## src/rtl/adder_pkg.sv

```systemverilog
// Shared definitions for the pipelined carry-select adder family.
package adder_pkg;

    // Operation select values on the sub input.
    localparam logic OP_ADD = 1'b0;
    localparam logic OP_SUB = 1'b1;

    // Number of carry-select blocks for a given operand width and block size.
    function automatic int nblk(input int width, input int block);
        return width / block;
    endfunction

endpackage

```

## src/rtl/pipelined_csel_adder_csel_block.sv

```systemverilog
// Combinational BLOCK-bit dual adder: produces the sum and carry for both
// possible carry-ins so the select chain only has to pick one later.
module csel_block #(
    parameter int BLOCK = 8
) (
    input  logic [BLOCK-1:0] a_i,
    input  logic [BLOCK-1:0] b_i,
    output logic [BLOCK-1:0] sum0_o,
    output logic             c0_o,
    output logic [BLOCK-1:0] sum1_o,
    output logic             c1_o
);

    assign {c0_o, sum0_o} = {1'b0, a_i} + {1'b0, b_i};
    assign {c1_o, sum1_o} = {1'b0, a_i} + {1'b0, b_i} + {{BLOCK{1'b0}}, 1'b1};

endmodule

```

## src/rtl/pipelined_csel_adder.sv

```systemverilog
// Two-stage carry-select adder/subtractor with valid/ready handshake.
// Stage 1 registers block 0's true sum plus both carry candidates of every
// higher block; stage 2 resolves the select chain and registers the flags.
module pipelined_csel_adder
    import adder_pkg::*;
#(
    parameter int WIDTH = 32,
    parameter int BLOCK = 8
) (
    input  logic             clk,
    input  logic             rst,
    input  logic             in_valid,
    output logic             in_ready,
    input  logic [WIDTH-1:0] a,
    input  logic [WIDTH-1:0] b,
    input  logic             cin,
    input  logic             sub,
    output logic             out_valid,
    input  logic             out_ready,
    output logic [WIDTH-1:0] sum,
    output logic             cout,
    output logic             overflow,
    output logic             zero
);

    localparam int NBLK = nblk(WIDTH, BLOCK);

    if (BLOCK < 1 || BLOCK > WIDTH || (WIDTH % BLOCK) != 0) begin : g_bad_params
        $error("pipelined_csel_adder: WIDTH must be a non-zero multiple of BLOCK");
    end

    // Candidate pair for one block; kept here because a package cannot take
    // the BLOCK parameter.
    typedef struct packed {
        logic [BLOCK-1:0] sum0;
        logic             c0;
        logic [BLOCK-1:0] sum1;
        logic             c1;
    } cand_t;

    logic             en;
    logic             accept;
    logic [WIDTH-1:0] be;
    logic             ce;

    logic             v1_q;
    logic [BLOCK-1:0] blk0_sum_d, blk0_sum_q;
    logic             blk0_c_d, blk0_c_q;
    logic             a_msb_q, be_msb_q;

    logic [WIDTH-1:0] sum_d, sum_q;
    logic             cout_d, cout_q;
    logic             ovf_d, ovf_q;
    logic             zero_d, zero_q;
    logic             out_valid_q;

    // Whole pipe moves together; a stalled output freezes both stages.
    assign en       = ~out_valid_q | out_ready;
    assign in_ready = en;
    assign accept   = in_valid & en;

    assign be = (sub == OP_SUB) ? ~b : b;
    assign ce = cin ^ sub;

    assign {blk0_c_d, blk0_sum_d} = {1'b0, a[BLOCK-1:0]} + {1'b0, be[BLOCK-1:0]}
                                    + {{BLOCK{1'b0}}, ce};

    // Stage 1: valid bit follows every advance (bubbles included); data only on accept.
    always_ff @(posedge clk) begin
        if (rst) begin
            v1_q       <= 1'b0;
            blk0_sum_q <= '0;
            blk0_c_q   <= 1'b0;
            a_msb_q    <= 1'b0;
            be_msb_q   <= 1'b0;
        end else if (en) begin
            v1_q <= in_valid;
            if (in_valid) begin
                blk0_sum_q <= blk0_sum_d;
                blk0_c_q   <= blk0_c_d;
                a_msb_q    <= a[WIDTH-1];
                be_msb_q   <= be[WIDTH-1];
            end
        end
    end

    if (NBLK > 1) begin : g_hi
        cand_t                  cand_d [NBLK-1];
        cand_t                  cand_q [NBLK-1];
        logic [WIDTH-BLOCK-1:0] hi_sum;
        logic                   carry;

        for (genvar k = 1; k < NBLK; k++) begin : g_blk
            csel_block #(.BLOCK(BLOCK)) u_csel (
                .a_i    (a[k*BLOCK +: BLOCK]),
                .b_i    (be[k*BLOCK +: BLOCK]),
                .sum0_o (cand_d[k-1].sum0),
                .c0_o   (cand_d[k-1].c0),
                .sum1_o (cand_d[k-1].sum1),
                .c1_o   (cand_d[k-1].c1)
            );
        end

        // Stage 1 candidate registers for blocks 1..NBLK-1.
        always_ff @(posedge clk) begin
            if (rst) begin
                cand_q <= '{default: '0};
            end else if (accept) begin
                cand_q <= cand_d;
            end
        end

        // Select chain: each block's resolved carry picks the next block's pair.
        always_comb begin
            hi_sum = '0;
            carry  = blk0_c_q;
            for (int k = 1; k < NBLK; k++) begin
                hi_sum[(k-1)*BLOCK +: BLOCK] = carry ? cand_q[k-1].sum1 : cand_q[k-1].sum0;
                carry = carry ? cand_q[k-1].c1 : cand_q[k-1].c0;
            end
        end

        assign sum_d  = {hi_sum, blk0_sum_q};
        assign cout_d = carry;
    end else begin : g_one
        assign sum_d  = blk0_sum_q;
        assign cout_d = blk0_c_q;
    end

    assign ovf_d  = (a_msb_q == be_msb_q) && (sum_d[WIDTH-1] != a_msb_q);
    assign zero_d = ~|sum_d;

    // Stage 2: register the resolved result and flags.
    always_ff @(posedge clk) begin
        if (rst) begin
            out_valid_q <= 1'b0;
            sum_q       <= '0;
            cout_q      <= 1'b0;
            ovf_q       <= 1'b0;
            zero_q      <= 1'b0;
        end else if (en) begin
            out_valid_q <= v1_q;
            sum_q       <= sum_d;
            cout_q      <= cout_d;
            ovf_q       <= ovf_d;
            zero_q      <= zero_d;
        end
    end

    assign out_valid = out_valid_q;
    assign sum       = sum_q;
    assign cout      = cout_q;
    assign overflow  = ovf_q;
    assign zero      = zero_q;

endmodule

```

## config.mk

```make
export PLATFORM = sky130hd
export DESIGN_NAME = pipelined_csel_adder
export DESIGN_NICKNAME = d
export VERILOG_FILES = /design/src/rtl/adder_pkg.sv /design/src/rtl/pipelined_csel_adder_csel_block.sv /design/src/rtl/pipelined_csel_adder.sv
export SDC_FILE = /design/constraint.sdc
export NUM_CORES = 1
export LEC_CHECK = 0
export BUFFER_PORTS_ARGS = -buffer_cell sky130_fd_sc_hd__buf_4
export CORE_MARGIN = 2
export CORE_UTILIZATION = 55
export DETAILED_ROUTE_END_ITERATION = 8
export PLACE_DENSITY = 0.89
export REMOVE_ABC_BUFFERS = 1
export SLEW_MARGIN = 10
export SYNTH_ARGS = -nofsm -noshare
export SYNTH_HDL_FRONTEND = slang
export SYNTH_SLANG_ARGS = --single-unit
```

## constraint.sdc

```tcl
create_clock -name clk -period 5.65 [get_ports clk]
set_input_delay 0.2825 -clock clk [delete_from_list [all_inputs] [get_ports clk]]
set_output_delay 0.2825 -clock clk [all_outputs]
set_load 0.01 [all_outputs]
```

; ---- Word-level counts from Yosys, hierarchy flattened
; Cells that the tools add are included.
[op_classes]
add_sub_neg = 8
n_eq_ne = 2
mux = 7
n_bitwise = 5
n_reduce_logical = 4
[op_table]
columns = op, n
row1 = 8-bit by 8-bit adder with 9-bit output, 4
row2 = 32-bit two-way mux, 1
row3 = 32-bit NOT, 1
row4 = 32-bit OR reduction, 1
row5 = "9-bit by 1-bit adder with 9-bit output, second input constant", 3
row6 = 8-bit two-way mux, 3
row7 = 9-bit by 1-bit adder with 9-bit output, 1
row8 = 1-bit two-way mux, 3
row9 = 2-bit AND reduction, 1
row10 = 1-bit bitwise AND, 1
row11 = 1-bit == test, 1
row12 = 1-bit logical AND, 1
row13 = 1-bit logical NOT, 1
row14 = 1-bit != test, 1
row15 = 1-bit NOT, 1
row16 = 1-bit OR, 1
row17 = 1-bit bitwise XOR, 1
[word_totals]
ff_bits = 102
in_bits = 70
out_inout_bits = 37
elab_cells = 48

; ---- Logic depth before layout (Yosys ltp)
[depth]
depth_word = 5
ltp_mapped = 13
ltp_nobuf = 11

; ---- Modules after synthesis
; A second synthesis with hierarchy kept.
[unflattened]
cells_unflattened = 714
area_unflattened_um2 = 5823.1
[by_module_without_submodules]
columns = mod, instances, cells_per_inst, area_each_um2, seq_area_each_um2
row1 = pipelined_csel_adder, 1, 546, 4498.1, 2042.0
row2 = csel_block, 3, 56, 441.7, 0.0

; ---- Worst setup path after synthesis
; OpenSTA, ideal clock, no wires.
[synth_timing]
path_kind = input -> register
from = in sub
to = reg g_hi.cand_q[8] in the netlist's numbering
setup_time_ns = 0.086
arrival_ns = 3.329
required_time_ns = 5.564
slack_ns = 2.235
stages = 13
path_buffers = 2
path_cell_list = clkbuf_1 buf_1 xor2_1 ha_1 inv_1 fa_1 nand2b_1 a21oi_1 xor2_1 nand3_1 or4b_1 xnor2_1 a211oi_1
[synth_via]
elab_chain_cells = 3
[synth_rtl]
columns = item, line
row1 = start: declaration, pipelined_csel_adder.sv:17  ; input logic sub,
row2 = 32-bit two-way mux, pipelined_csel_adder.sv:62  ; assign be = (sub == OP_SUB) ? ~b : b;
row3 = 8-bit by 8-bit adder with 9-bit output, pipelined_csel_adder_csel_block.sv:15  ; assign {c1_o, sum1_o} = {1'b0, a_i} + {1'b0, b_i} + {{BLOCK{1'b0}}, 1'b1};
row4 = 9-bit by 1-bit adder with 9-bit output, pipelined_csel_adder_csel_block.sv:15
row5 = end signal: assignment, pipelined_csel_adder.sv:109  ; cand_q <= cand_d;
row6 = end: declaration, pipelined_csel_adder.sv:89  ; cand_t cand_q [NBLK-1];
; No other way between the ends.
; A chain may end at the register's enable or synchronous reset.

; ---- Worst setup path in the final report
[layout_timing]
from = in sub
to = reg g_hi.cand_q[18] in the netlist's numbering
; Same word-level chain as after synthesis.

==> results.md <==
- RSZ-0062 raised after global routing: false
- Synth area leaders: dfxtp_1, ha_1, xor2_1
- Clk sinks: 102
- Max Fanout on Critical Path: 33
- Post-route DRC violation count: 0
- Worst Hold Class: in2reg
- Synth unique cells: 62
- Cts repair resizes: 0
- Post-DP HPWL: 9968 um
- R2R Path Start: blk0_c_q
- Status: completed
- DR vias/cell: 5.707
- Die Ht: 107.3 um
- Final Cell Area: 6937 um2
- MaxCap Viol Count: 0
- Post-synthesis cell count: 696
- Layout cells sized above 1: 18.37%
- Largest area contributor in the netlist: dfxtp_1
- Tmin final: 3024 ps
- First-pass GRT wire length: 22,640 um
- Inserted Diodes: 0
- Post-synth top area share: 34.76%
- Final period util: 53.52%
- Cts bufs inserted: 9
- Ys flop type: dfxtp_1
- CTS clk-pin slew, worst paths: 100 ps
- Routed Antenna Nets: 0
- Core ar.: 10,370 um2
- Vias in the first global route: 4,978
- Fin nets: 890
- Port Buffer Count: 106
- Hold Path Cell Cnt: 3
- Final count of negative-setup-slack endpoints: 0
- Number of enable flip-flop cells after synthesis: 0
- Iter 0 DRT Violations: 365
- Placed Cells: 904
- Most frequent cells after synthesis: dfxtp_1, nand2_1, nor2_1, a21oi_1, a211oi_1
- Register bit count reported by yosys: 102
- Leakage: 3.085 nW
- Gr ovfl total: 0
- Startpoint Class: input pin
- Total number of vias: 5,250
- Crit end category: flop
- Reg-to-reg slack, setup: 2990 ps
- Die area: 11,520 um2
- WS Path Type: in2reg
- Tightest Pin Transition: 1022 ps
- Cts hold-fix bufs: 0
- HP Start: a[31]
- Non-filler cells, final: 920
- Final Slew Violations: 0
- FP Rows: 37
- Slew headroom: 31.85%
- Reg2Reg Depth: 7
- FF-to-FF End: overflow
- Max Root-Sink Buffers: 2
- Syn Std Cell Area: 5874 um2
- Post-CTS setup buffers: 0
- Area after DPL: 6733 um2
- Peak supply drop: 0.1384 mV
- Worst-Skew Late Latency: 370 ps
- Post-synth ARST share: 0%
- Root Buffer: clkbuf_8
- Max Freq: 0.3307 GHz
- Largest net degree at the start of global routing: 106
- Critical Path Source: sub
- Synth Warn #: 0
- I/O pins: 107
- Post-DR wirelength/cell: 15.00 um
- Detailed Routing Iterations Pass 1: 4
- Routed Wire Length: 13,800 um
- Sequential area share after synthesis: 34.76%
- GRT Total Usage: 24.03%
- Area grow syn2layout: 18.08%
- Worst hold endpoint: a_msb_q
- Syn avg cell area: 8.440 um2
- Top-count cell post-synth: dfxtp_1
- CTS tree: yes
- Util after Layout: 66.89%
- Pwr/cell area: 289.9 nW/um2
- CP arrival: 3290 ps
- Worst path required time: 5920 ps
- H-tree levels: 3
- Clock skew: 10.22 ps
- RePlAce Congestion: 0.8723
- Initial Utilization: 56.65%
- Total Power: 0.002011 W
- Fin. Hold Viols: 0
- Setup TNS: 0 ps
- Initial antenna violation count: 0
- Die outline width: 107.3 um
report_power, final:
| group | internal [W] | total [W] | switching (W) |
|---|---|---|---|
| sequential | 0.000801 | 0.000862 | 0.0000607 |
| clock | 0.000211 | 0.000472 | 0.000261 |
| combinational | 0.000307 | 0.000677 | 0.000370 |
| total | 0.00132 | 0.00201 | 0.000692 |
cell families after synthesis:
| family | synth area share, % |
|---|---|
| adder cells (fa/ha/maj) | 9.372 |
| multiplexers | 4.601 |
| buffers and inverters | 3.834 |
| XOR/XNOR | 11.01 |
| AND/OR/NAND/NOR | 18.51 |
| AO/OA/AOI/OAI | 17.91 |
| flip-flops | 34.76 |
layout by cell type, fill, tap and decap left out, types with 6 or more instances in the layout:
cell type  Yosys  final
dfxtp_1      102    102
nand3_1       11     11
inv_1         18     18
nor2_1        73     73
or3_1          6      6
buf_4          0    112
clkbuf_8       0      9
nor3_1        11     11
mux2i_1       27     27
xor2_1        46     46
o21ai_0       11     11
ha_1          36     36
nor4_1        10     10
xnor2_1       26     26
nand2_1       89     89
a211oi_1      49     49
a21oi_1       58     58
a21o_1         7      7
routing by layer:
| layer | vias up | routed length [um] | share of wire (%) | GRT usage (%) |
|---|---|---|---|---|
| li1 | 2603 | - | - | - |
| met1 | 2435 | 5971 | 43 | 30.79 |
| met2 | 181 | 6720 | 49 | 41.32 |
| met3 | 31 | 753 | 5.5 | 3.329 |
| met4 | 0 | 352 | 2.6 | 8.608 |
| met5 | - | 0 | 0 | 0 |
through the flow:
stage | hold WS (ps) | setup slack [ps]
5_1_grt | 188.5 | 2364
3_5_place_dp | 445.4 | 2251
6_report | 178.4 | 2626
3_3_place_gp | 441.3 | 2355
2_1_floorplan | 351.6 | 2237
4_1_cts | 167.1 | 2646
critical path: stages:
cell and delay [ps]:
buf_4 450, xor2_1 210, ha_1 190, inv_1 50, fa_1 400, and2b_1 240, o221ai_1 170, a21boi_2 200
xor2_2 270, nand4_1 170, or3_1 400, a311oi_1 230
worst max path at each step:
| stage | end |
|---|---|
| 2_1_floorplan | overflow |
| 3_3_place_gp | g_hi.cand_q[8] |
| 3_5_place_dp | g_hi.cand_q[8] |
| 4_1_cts | g_hi.cand_q[8] |
| 5_1_grt | g_hi.cand_q[18] |
| 6_report | g_hi.cand_q[18] |
cell type report:
class,count,area (um2)
Multi-Input combinational cell,535,3608
Fill cell,815,3433
Sequential cell,102,2042
Timing Repair Buffer,112,840.8
Tap cell,136,170.2
Clock buffer,9,123.9
Clock inverter,7,80.08
Inverter,19,71.32
flip-flops by register name (all words and copies together), names as in the netlist:
signal	flops
a_msb_q	1
be_msb_q	1
blk0_c_q	1
blk0_sum_q	8
cout	1
g_hi.cand_q	54
out_valid	1
overflow	1
sum	32
v1_q	1
zero	1
(Power assumes the default switching activity.)
